## src/rtl/vram_arbiter.sv

```systemverilog
// Fixed-priority (display > clear > draw) arbiter for a single-port video SRAM with a vblank-paced frame-clear engine.
// Reads return 2 edges after sampling; display is never stalled, clear yields to display, draw waits for both.
module vram_arbiter #(
    parameter int ADDR_W   = 15,
    parameter int DATA_W   = 8,
    parameter int FB_WORDS = 30000
) (
    input  logic              CLOCK,
    input  logic              RESET,
    input  logic              disp_req,
    input  logic [ADDR_W-1:0] disp_addr,
    output logic [DATA_W-1:0] disp_rdata,
    output logic              disp_valid,
    input  logic              draw_req,
    input  logic              draw_we,
    input  logic [ADDR_W-1:0] draw_addr,
    input  logic [DATA_W-1:0] draw_wdata,
    output logic              draw_ack,
    output logic [DATA_W-1:0] draw_rdata,
    output logic              draw_rvalid,
    input  logic              clr_start,
    input  logic [DATA_W-1:0] clr_colour,
    input  logic              vblank,
    output logic              clr_busy,
    output logic              clr_done,
    output logic              mem_en,
    output logic              mem_we,
    output logic [ADDR_W-1:0] mem_addr,
    output logic [DATA_W-1:0] mem_wdata,
    input  logic [DATA_W-1:0] mem_rdata
);

    localparam logic [0:0] S_IDLE = 1'b0;
    localparam logic [0:0] S_FILL = 1'b1;

    localparam logic [1:0] T_NONE = 2'd0;
    localparam logic [1:0] T_DISP = 2'd1;
    localparam logic [1:0] T_DRAW = 2'd2;
    localparam logic [1:0] T_ZERO = 2'd3;

    localparam logic [ADDR_W-1:0] FB_END  = ADDR_W'(FB_WORDS);
    localparam logic [ADDR_W-1:0] FB_LAST = ADDR_W'(FB_WORDS - 1);

    logic [0:0]        clr_state;
    logic [ADDR_W-1:0] clr_cnt;
    logic [DATA_W-1:0] clr_col;
    logic [1:0]        tag_q1;
    logic [1:0]        tag_q2;

    logic clr_wr;
    logic grant_draw;
    logic draw_in_range;

    assign clr_busy = (clr_state == S_FILL);

    // draw_ack blocks a regrant while the client has not yet seen its ack
    always_comb begin
        clr_wr        = 1'b0;
        grant_draw    = 1'b0;
        draw_in_range = 1'b0;
        clr_wr        = clr_busy && vblank && !disp_req;
        grant_draw    = draw_req && !disp_req && !clr_busy && !clr_start && !draw_ack;
        draw_in_range = (draw_addr < FB_END);
    end

    always_ff @(posedge CLOCK or posedge RESET) begin
        if (RESET) begin
            mem_en    <= 1'b0;
            mem_we    <= 1'b0;
            mem_addr  <= '0;
            mem_wdata <= '0;
            draw_ack  <= 1'b0;
            tag_q1    <= T_NONE;
        end else begin
            mem_en   <= 1'b0;
            mem_we   <= 1'b0;
            tag_q1   <= T_NONE;
            draw_ack <= grant_draw;
            if (disp_req) begin
                mem_en   <= 1'b1;
                mem_addr <= disp_addr;
                tag_q1   <= T_DISP;
            end else if (clr_wr) begin
                mem_en    <= 1'b1;
                mem_we    <= 1'b1;
                mem_addr  <= clr_cnt;
                mem_wdata <= clr_col;
            end else if (grant_draw) begin
                // out-of-range draws are acked but never reach the SRAM
                if (draw_in_range) begin
                    mem_en   <= 1'b1;
                    mem_we   <= draw_we;
                    mem_addr <= draw_addr;
                    if (draw_we) begin
                        mem_wdata <= draw_wdata;
                    end
                end
                if (!draw_we) begin
                    tag_q1 <= draw_in_range ? T_DRAW : T_ZERO;
                end
            end
        end
    end

    always_ff @(posedge CLOCK or posedge RESET) begin
        if (RESET) begin
            clr_state <= S_IDLE;
            clr_cnt   <= '0;
            clr_col   <= '0;
            clr_done  <= 1'b0;
        end else begin
            clr_done <= 1'b0;
            case (clr_state)
                S_IDLE: begin
                    if (clr_start) begin
                        clr_col   <= clr_colour;
                        clr_cnt   <= '0;
                        clr_state <= S_FILL;
                    end
                end
                default: begin
                    if (clr_wr) begin
                        if (clr_cnt == FB_LAST) begin
                            clr_state <= S_IDLE;
                            clr_done  <= 1'b1;
                        end else begin
                            clr_cnt <= clr_cnt + 1'b1;
                        end
                    end
                end
            endcase
        end
    end

    always_ff @(posedge CLOCK or posedge RESET) begin
        if (RESET) begin
            tag_q2      <= T_NONE;
            disp_valid  <= 1'b0;
            disp_rdata  <= '0;
            draw_rvalid <= 1'b0;
            draw_rdata  <= '0;
        end else begin
            tag_q2      <= tag_q1;
            disp_valid  <= (tag_q2 == T_DISP);
            draw_rvalid <= tag_q2[1];
            if (tag_q2 == T_DISP) begin
                disp_rdata <= mem_rdata;
            end
            if (tag_q2 == T_DRAW) begin
                draw_rdata <= mem_rdata;
            end else if (tag_q2 == T_ZERO) begin
                draw_rdata <= '0;
            end
        end
    end

endmodule

```

## config.mk

```make
export PLATFORM = sky130hd
export DESIGN_NAME = vram_arbiter
export DESIGN_NICKNAME = d
export VERILOG_FILES = /design/src/rtl/vram_arbiter.sv
export SDC_FILE = /design/constraint.sdc
export NUM_CORES = 1
export LEC_CHECK = 0
export ABC_AREA = 1
export CAP_MARGIN = 10
export CORE_MARGIN = 4
export CORE_UTILIZATION = 48
export DETAILED_ROUTE_END_ITERATION = 10
export PLACE_DENSITY_LB_ADDON = 0.2
export SYNTH_ARGS = -nofsm -noshare
export SYNTH_HDL_FRONTEND = slang
export SYNTH_SLANG_ARGS = --single-unit
```

## constraint.sdc

```tcl
create_clock -name CLOCK -period 2.75 [get_ports CLOCK]
set_input_delay 0.55 -clock CLOCK [delete_from_list [all_inputs] [get_ports CLOCK]]
set_output_delay 0.55 -clock CLOCK [all_outputs]
set_load 0.02 [all_outputs]
```

==> results.toml, run 1 <==
[global_route]
grt_first_pass_wirelength_um = 15700
overflow = 0
number_of_global_route_vias_before_repair = 3199
grt_util_all_layers = 0.224
grt_max_degree = 40
antenna_found_initial = 0

[min_path]
worst_min_delay_path_class = "reg -> reg"

[clocking]
cts_resized = 0
clock-root-buffer = "clkbuf_8"
postCtsSetupBuffers = 0
cts.sink_count = 73
cts_buffer_depth = 2
tritoncts = "yes"
clkTransAtPathRegs_ns = 0.09
tritoncts.num_buffers = 9
cts_hold_buf = 0
worst_skew_pair.late_latency_ns = 0.36
clock_tree.htree_level_count = 3

[setup_path]
crit_path_cell_trace = "clkdlybuf4s50_1"
worstPathBufferInverterCount = 1
slowest_delay_ns = 0.70
cp_slowest_cell = "clkdlybuf4s50_1"
cp_top_family = "buffers and inverters"
crit_path_end_kind = "output pin"
timing.critical_path.arrival_ns = 1.68
worst-path-max-fanout = 10
path_class = "reg -> out"
cp_data_required_time_ns = 2.20
critical_path.startpoint_type = "flop"

[final_layout]
share_of_post_route_cells_with_drive_strength_above_1 = 0.0581
area_growth_from_synthesis_to_layout_pct = 36.9
antenna_cells = 0
finish.net_count = 642

[logic_synthesis]
synthesis.nets = 536
synth.yosys.warnings = 0
synthesis.instances = 474
yosysUniqueCellTypes = 31
postSynthRegisterBits = 73
yosysSeqAreaShare = 0.501
synth_area_um2 = 3650
synth_area_per_cell_um2 = 7.69

[sta]
finClkSkew_ns = 0.00810
maxSlewViolCount = 0
unrepaired_setup_endpoints_after_global_routing = "false"
timing.setup.tns_ns = 0
final.setup.worst_slack_ns = 0.524
layout_worst_path_cycle_share = 0.810
actual_transition_at_the_worst_max_transition_pin_ns = 0.476
finalSetupViolCount = 0
slew_headroom = 0.683
max_freq_mhz = 449
finalHoldViolCount = 0
timing.final.crit_period_ns = 2.23

[floorplan]
floorplan.die.width_um = 95.2
chipHeight_um = 95.2
start_util = 0.498
floorplan.io_pins = 107
core_region_area_um2 = 7330
fp-row-count = 31
die-area_um2 = 9060

[routing]
route.antenna.remaining_nets = 0
via_count = 3513
drc = 0
vias_per_cell = 5.14
avgRoutedWirePerCell_um = 14.3
first_pass_iters = 5
detailedRoute.firstIterationViolations = 225
final_wirelength_um = 9800

[pwr]
max-vdd-ir-drop_mv = 0.340
power.density_nw_per_um2 = 558
leakage_nw = 2.39
total_power_mw = 2.79

[placed_design]
dp.final_hpwl_um = 7250
io_buffer_count = 106
pre_cts_ws_ns = 0.453
gpl.final_weighted_congestion = 0.985

[outcome]
outcome = "finished clean"

[job]
cap_viol_max_count = 0
## state kept, by name, indices dropped and copies added (netlist names), 2 cells and up
| register | count |
|---|---|
| clr_cnt | 15 |
| mem_addr | 15 |
| clr_col | 8 |
| disp_rdata | 8 |
| draw_rdata | 8 |
| mem_wdata | 8 |
| tag_q1 | 2 |
| tag_q2 | 2 |
## placed cells by master, fill, tap and decap left out
master,synthesis,final
nand2_1,212,212
clkdlybuf4s50_1,0,106
dfrtp_1,73,73
nand3_1,43,43
inv_1,34,33
nor2_1,28,28
o21ai_0,26,26
clkbuf_8,0,9
o211ai_1,7,7
xor2_1,5,5
nand4_1,5,5
nor3_1,4,4
buf_4,3,4
nand3_2,2,2
nor2_4,2,2
o21bai_1,2,2
inv_2,1,2
o221ai_1,2,2
inv_6,0,2
inv_8,0,2
clkinvlp_4,0,2
nor2_2,1,1
clkinv_1,1,1
a21oi_4,1,1
inv_4,1,1
xnor2_1,1,1
a21oi_1,1,1
nand3b_1,1,1
nand3_4,1,1
nand2_4,1,1
nand4_4,1,1
nand2_2,1,1
ha_1,1,1
bufinv_16,0,1
buf_12,0,1
## report_power, final
| group | switching [mW] | total (mW) | internal (mW) |
|---|---|---|---|
| combinational | 0.319 | 0.600 | 0.281 |
| clock | 0.458 | 0.895 | 0.437 |
| sequential | 0.109 | 1.29 | 1.18 |
| total | 0.886 | 2.79 | 1.90 |
## cell families after synthesis
| kind of cell | Yosys count | share of synthesized area |
|---|---|---|
| AND/OR/NAND/NOR | 302 | 0.351 |
| flip-flops | 73 | 0.501 |
| buffers and inverters | 53 | 0.0655 |
| AO/OA/AOI/OAI | 39 | 0.0648 |
| XOR/XNOR | 6 | 0.0144 |
| adder cells (fa/ha/maj) | 1 | 0.00343 |
## cell usage after synthesis, drive strengths merged
| cell type | count | area, um2 |
|---|---|---|
| o21ai | 26 | 130 |
| nor3 | 4 | 20.0 |
| inv | 36 | 138 |
| nor2 | 31 | 134 |
| a21oi | 2 | 21.3 |
| o211ai | 7 | 52.6 |
| buf | 14 | 90.1 |
| clkinv | 1 | 3.75 |
| ha | 1 | 12.5 |
| nand2 | 214 | 813 |
| nand4 | 6 | 52.6 |
| xor2 | 5 | 43.8 |
| nand3 | 46 | 253 |
| dfrtp | 73 | 1830 |
| clkbuf | 2 | 7.51 |
| nand3b | 1 | 7.51 |
| o21bai | 2 | 15.0 |
| o221ai | 2 | 17.5 |
| xnor2 | 1 | 8.76 |
## through the flow
step	util	hold WS, ns	std cells	cell area, um2
after global routing	0.681	0.379	684	4990
after floorplan	-	0.331	474	3650
final	0.681	0.355	684	4990
after global placement	0.653	0.331	668	4780
after CTS	0.681	0.366	684	4990
after detailed placement	0.653	0.340	668	4780
## layout make-up
type / instances / area, um2
inverter: 37 / 141
clock buffer: 9 / 124
timing repair buffer: 111 / 1110
sequential: 73 / 1830
fill: 599 / 2340
tap: 99 / 124
multi-input combinational: 348 / 1580
clock inverter: 7 / 85.1
## worst paths after layout
kind | start | slack, ns | end | cells after the start
max in group asynchronous | RESET | 1.63 | clr_col[6] | 3
worst min-delay path | tag_q1[1] | 0.35 | tag_q2[1] | 0
worst max-delay path | clr_busy | 0.52 | clr_busy | 1
worst min register to register | tag_q1[1] | 0.35 | tag_q2[1] | 0
worst max register to register | clr_busy | 0.70 | mem_addr[9] | 6
min in group asynchronous | RESET | 0.52 | mem_wdata[7] | 2
## metal layers
layer / global-route usage / share of wire / vias up
met3: 0.0513 / 0.074 / 18
met4: 0.0853 / 0.021 / 0
li1: - / - / 1717
met5: 0 / 0 / -
met1: 0.315 / 0.43 / 1648
met2: 0.338 / 0.47 / 130
## worst register-to-register path, cell delays in order (launching register included)
cell      delay [ns]
dfrtp_1         0.62
nand2_1         0.21
nor2_4          0.40
inv_2           0.32
o211ai_1        0.29
nand2_1         0.08
nand2_1         0.07
Note: power is estimated with default switching activity, not from simulation.
==> run 2, diff against run 1 <==
CORE_UTILIZATION = 43   (was 48)
clock period = 2 ns   (was 2.75 ns; I/O delays follow)
==> run 2 against run 1 <==
Register-to-register slack worse by 0.45 ns. Total power up 36%. Utilization down 6.1 points. Flip-flop and latch count unchanged. Via count down 0.37%. Combinational power up 41%. Sequential power up 37%. Global-route usage down 2.2 points. Final area up 2.0%. Clock-buffer cell count unchanged. Sequential share of layout area down 0.73 points. Critical endpoint unchanged.
==> results.toml, run 2 (same netlist as run 1, synthesis figures left out) <==
[final_layout]
layout.cells.most_common = "nand2_1"
antenna_cells = 0
area_growth_from_synthesis_to_layout_pct = 39.7
finish.net_count = 650
registers_with_the_most_flip_flops = "clr_cnt (15), mem_addr (15)"
share_of_post_route_cells_with_drive_strength_above_1 = 0.0708
mostFrequentLayoutCells = "nand2_1 (212), clkdlybuf4s50_1 (106), dfrtp_1 (73)"

[routing]
route.met3.wl_um = 555
wl_met1_um = 4280
drc = 0
via_count = 3500
final_wirelength_um = 9800
maxUsedRoutingLayer = "met4"
detailedRoute.firstIterationViolations = 151
first_pass_iters = 5
dr_wl_met2_um = 4810
route.antenna.remaining_nets = 0
vias_per_cell = 5.01
avgRoutedWirePerCell_um = 14.0

[pwr]
net-switching-power_mw = 1.18
clock_power_share = 0.310
max-vdd-ir-drop_mv = 0.457
swShare = 0.310
seqPwrFrac = 0.467
leakage_nw = 2.44
power.density_nw_per_um2 = 744
internal_power_mw = 2.62
combinational_group_share_of_total_power = 0.223

[setup_path]
worstPathBufferInverterCount = 1
cp_data_required_time_ns = 1.60
cp_top_family = "buffers and inverters"
worst-path-max-fanout = 3
slowest_delay_ns = 0.63
path_class = "reg -> out"
crit_path_cell_trace = "clkdlybuf4s50_1"
worst_setup_path_startpoint = "clr_busy"
critical_path.startpoint_type = "flop"
cp_slowest_cell = "clkdlybuf4s50_1"
crit_path_end_kind = "output pin"
timing.critical_path.arrival_ns = 1.37
critical_path.reg2reg.startpoint = "clr_cnt[1]"

[clocking]
worst_skew_pair.late_latency_ns = 0.34
tritoncts.num_buffers = 9
cts_resized = 0
clock_tree.htree_level_count = 3
cts_hold_buf = 0
cts.sink_count = 73
clkTransAtPathRegs_ns = 0.09
postCtsSetupBuffers = 0
tritoncts = "yes"
clock-root-buffer = "clkbuf_8"
cts_buffer_depth = 2

[sta]
slew_headroom = 0.681
unrepaired_setup_endpoints_after_global_routing = "false"
finalHoldViolCount = 0
actual_transition_at_the_worst_max_transition_pin_ns = 0.475
finClkSkew_ns = 0.0101
final.setup.worst_slack_ns = 0.227
timing.final.crit_period_ns = 1.77
timing.setup.tns_ns = 0
max_freq_mhz = 564
maxSlewViolCount = 0
finalSetupViolCount = 0
layout_worst_path_cycle_share = 0.886

[placed_design]
dp.final_hpwl_um = 7440
pre_cts_ws_ns = 0.0740
io_buffer_count = 106
gpl.final_weighted_congestion = 0.901

[floorplan]
core_region_area_um2 = 8220
die-area_um2 = 10000
start_util = 0.444
floorplan.die.width_um = 100
fp-row-count = 33
chipHeight_um = 100
floorplan.io_pins = 107

[global_route]
number_of_global_route_vias_before_repair = 3369
grt_first_pass_wirelength_um = 16200
grt_util_all_layers = 0.202
grt_max_degree = 74
overflow = 0
antenna_found_initial = 0

[min_path]
worst_min_delay_path_class = "reg -> reg"
worstHoldStart = "tag_q1[0]"

[job]
cap_viol_max_count = 0

[outcome]
outcome = "finished clean"
## run 2: changes by cell type in the layout (fill, tap and decap cells not counted), sizes merged
cell,change
buf,+8
inv,-3
clkinv,+3
## run 2: cell type report
| cell class | count | area [um2] |
|---|---|---|
| Tap cell | 105 | 131 |
| Sequential cell | 73 | 1830 |
| Fill cell | 756 | 3120 |
| Inverter | 37 | 145 |
| Timing Repair Buffer | 119 | 1210 |
| Multi-Input combinational cell | 348 | 1580 |
| Clock buffer | 9 | 124 |
| Clock inverter | 7 | 77.6 |
## run 2: power groups by stage
stage / Clock [mW] / Sequential (mW) / Combinational (mW)
detailed placement: 0 / 1.80 / 0.852
finish: 1.18 / 1.77 / 0.846
CTS: 1.20 / 1.77 / 0.855
global route: 1.26 / 1.80 / 0.939
global placement: 0 / 1.79 / 0.839
floorplan: 0 / 1.85 / 0.380
## run 2: stage by stage
stage	power [mW]	utilization	instance area (um2)	hold WS [ns]	std cells
after detailed placement	2.65	0.596	4890	0.336	682
after global routing	4.00	0.620	5090	0.357	698
after global placement	2.63	0.596	4890	0.332	682
final	3.79	0.620	5090	0.346	698
after floorplan	2.23	-	3650	0.331	474
after CTS	3.83	0.620	5090	0.347	698
## run 2: path summary, 6_finish.rpt
kind	end	slack (ns)	depth (start not counted)
setup / recovery	clr_busy	0.23	1
hold / removal	tag_q2[0]	0.35	0
setup reg to reg	clr_cnt[5]	0.25	9
hold reg to reg	tag_q2[0]	0.35	0
max in group asynchronous	clr_cnt[6]	1.17	3
min in group asynchronous	disp_rdata[4]	0.52	3
## run 2: layer usage
layer  up-vias  global-route usage
met5         -                   0
met4         0              0.0591
met3        16              0.0271
met2        97               0.329
met1      1656               0.283
li1       1731                   -
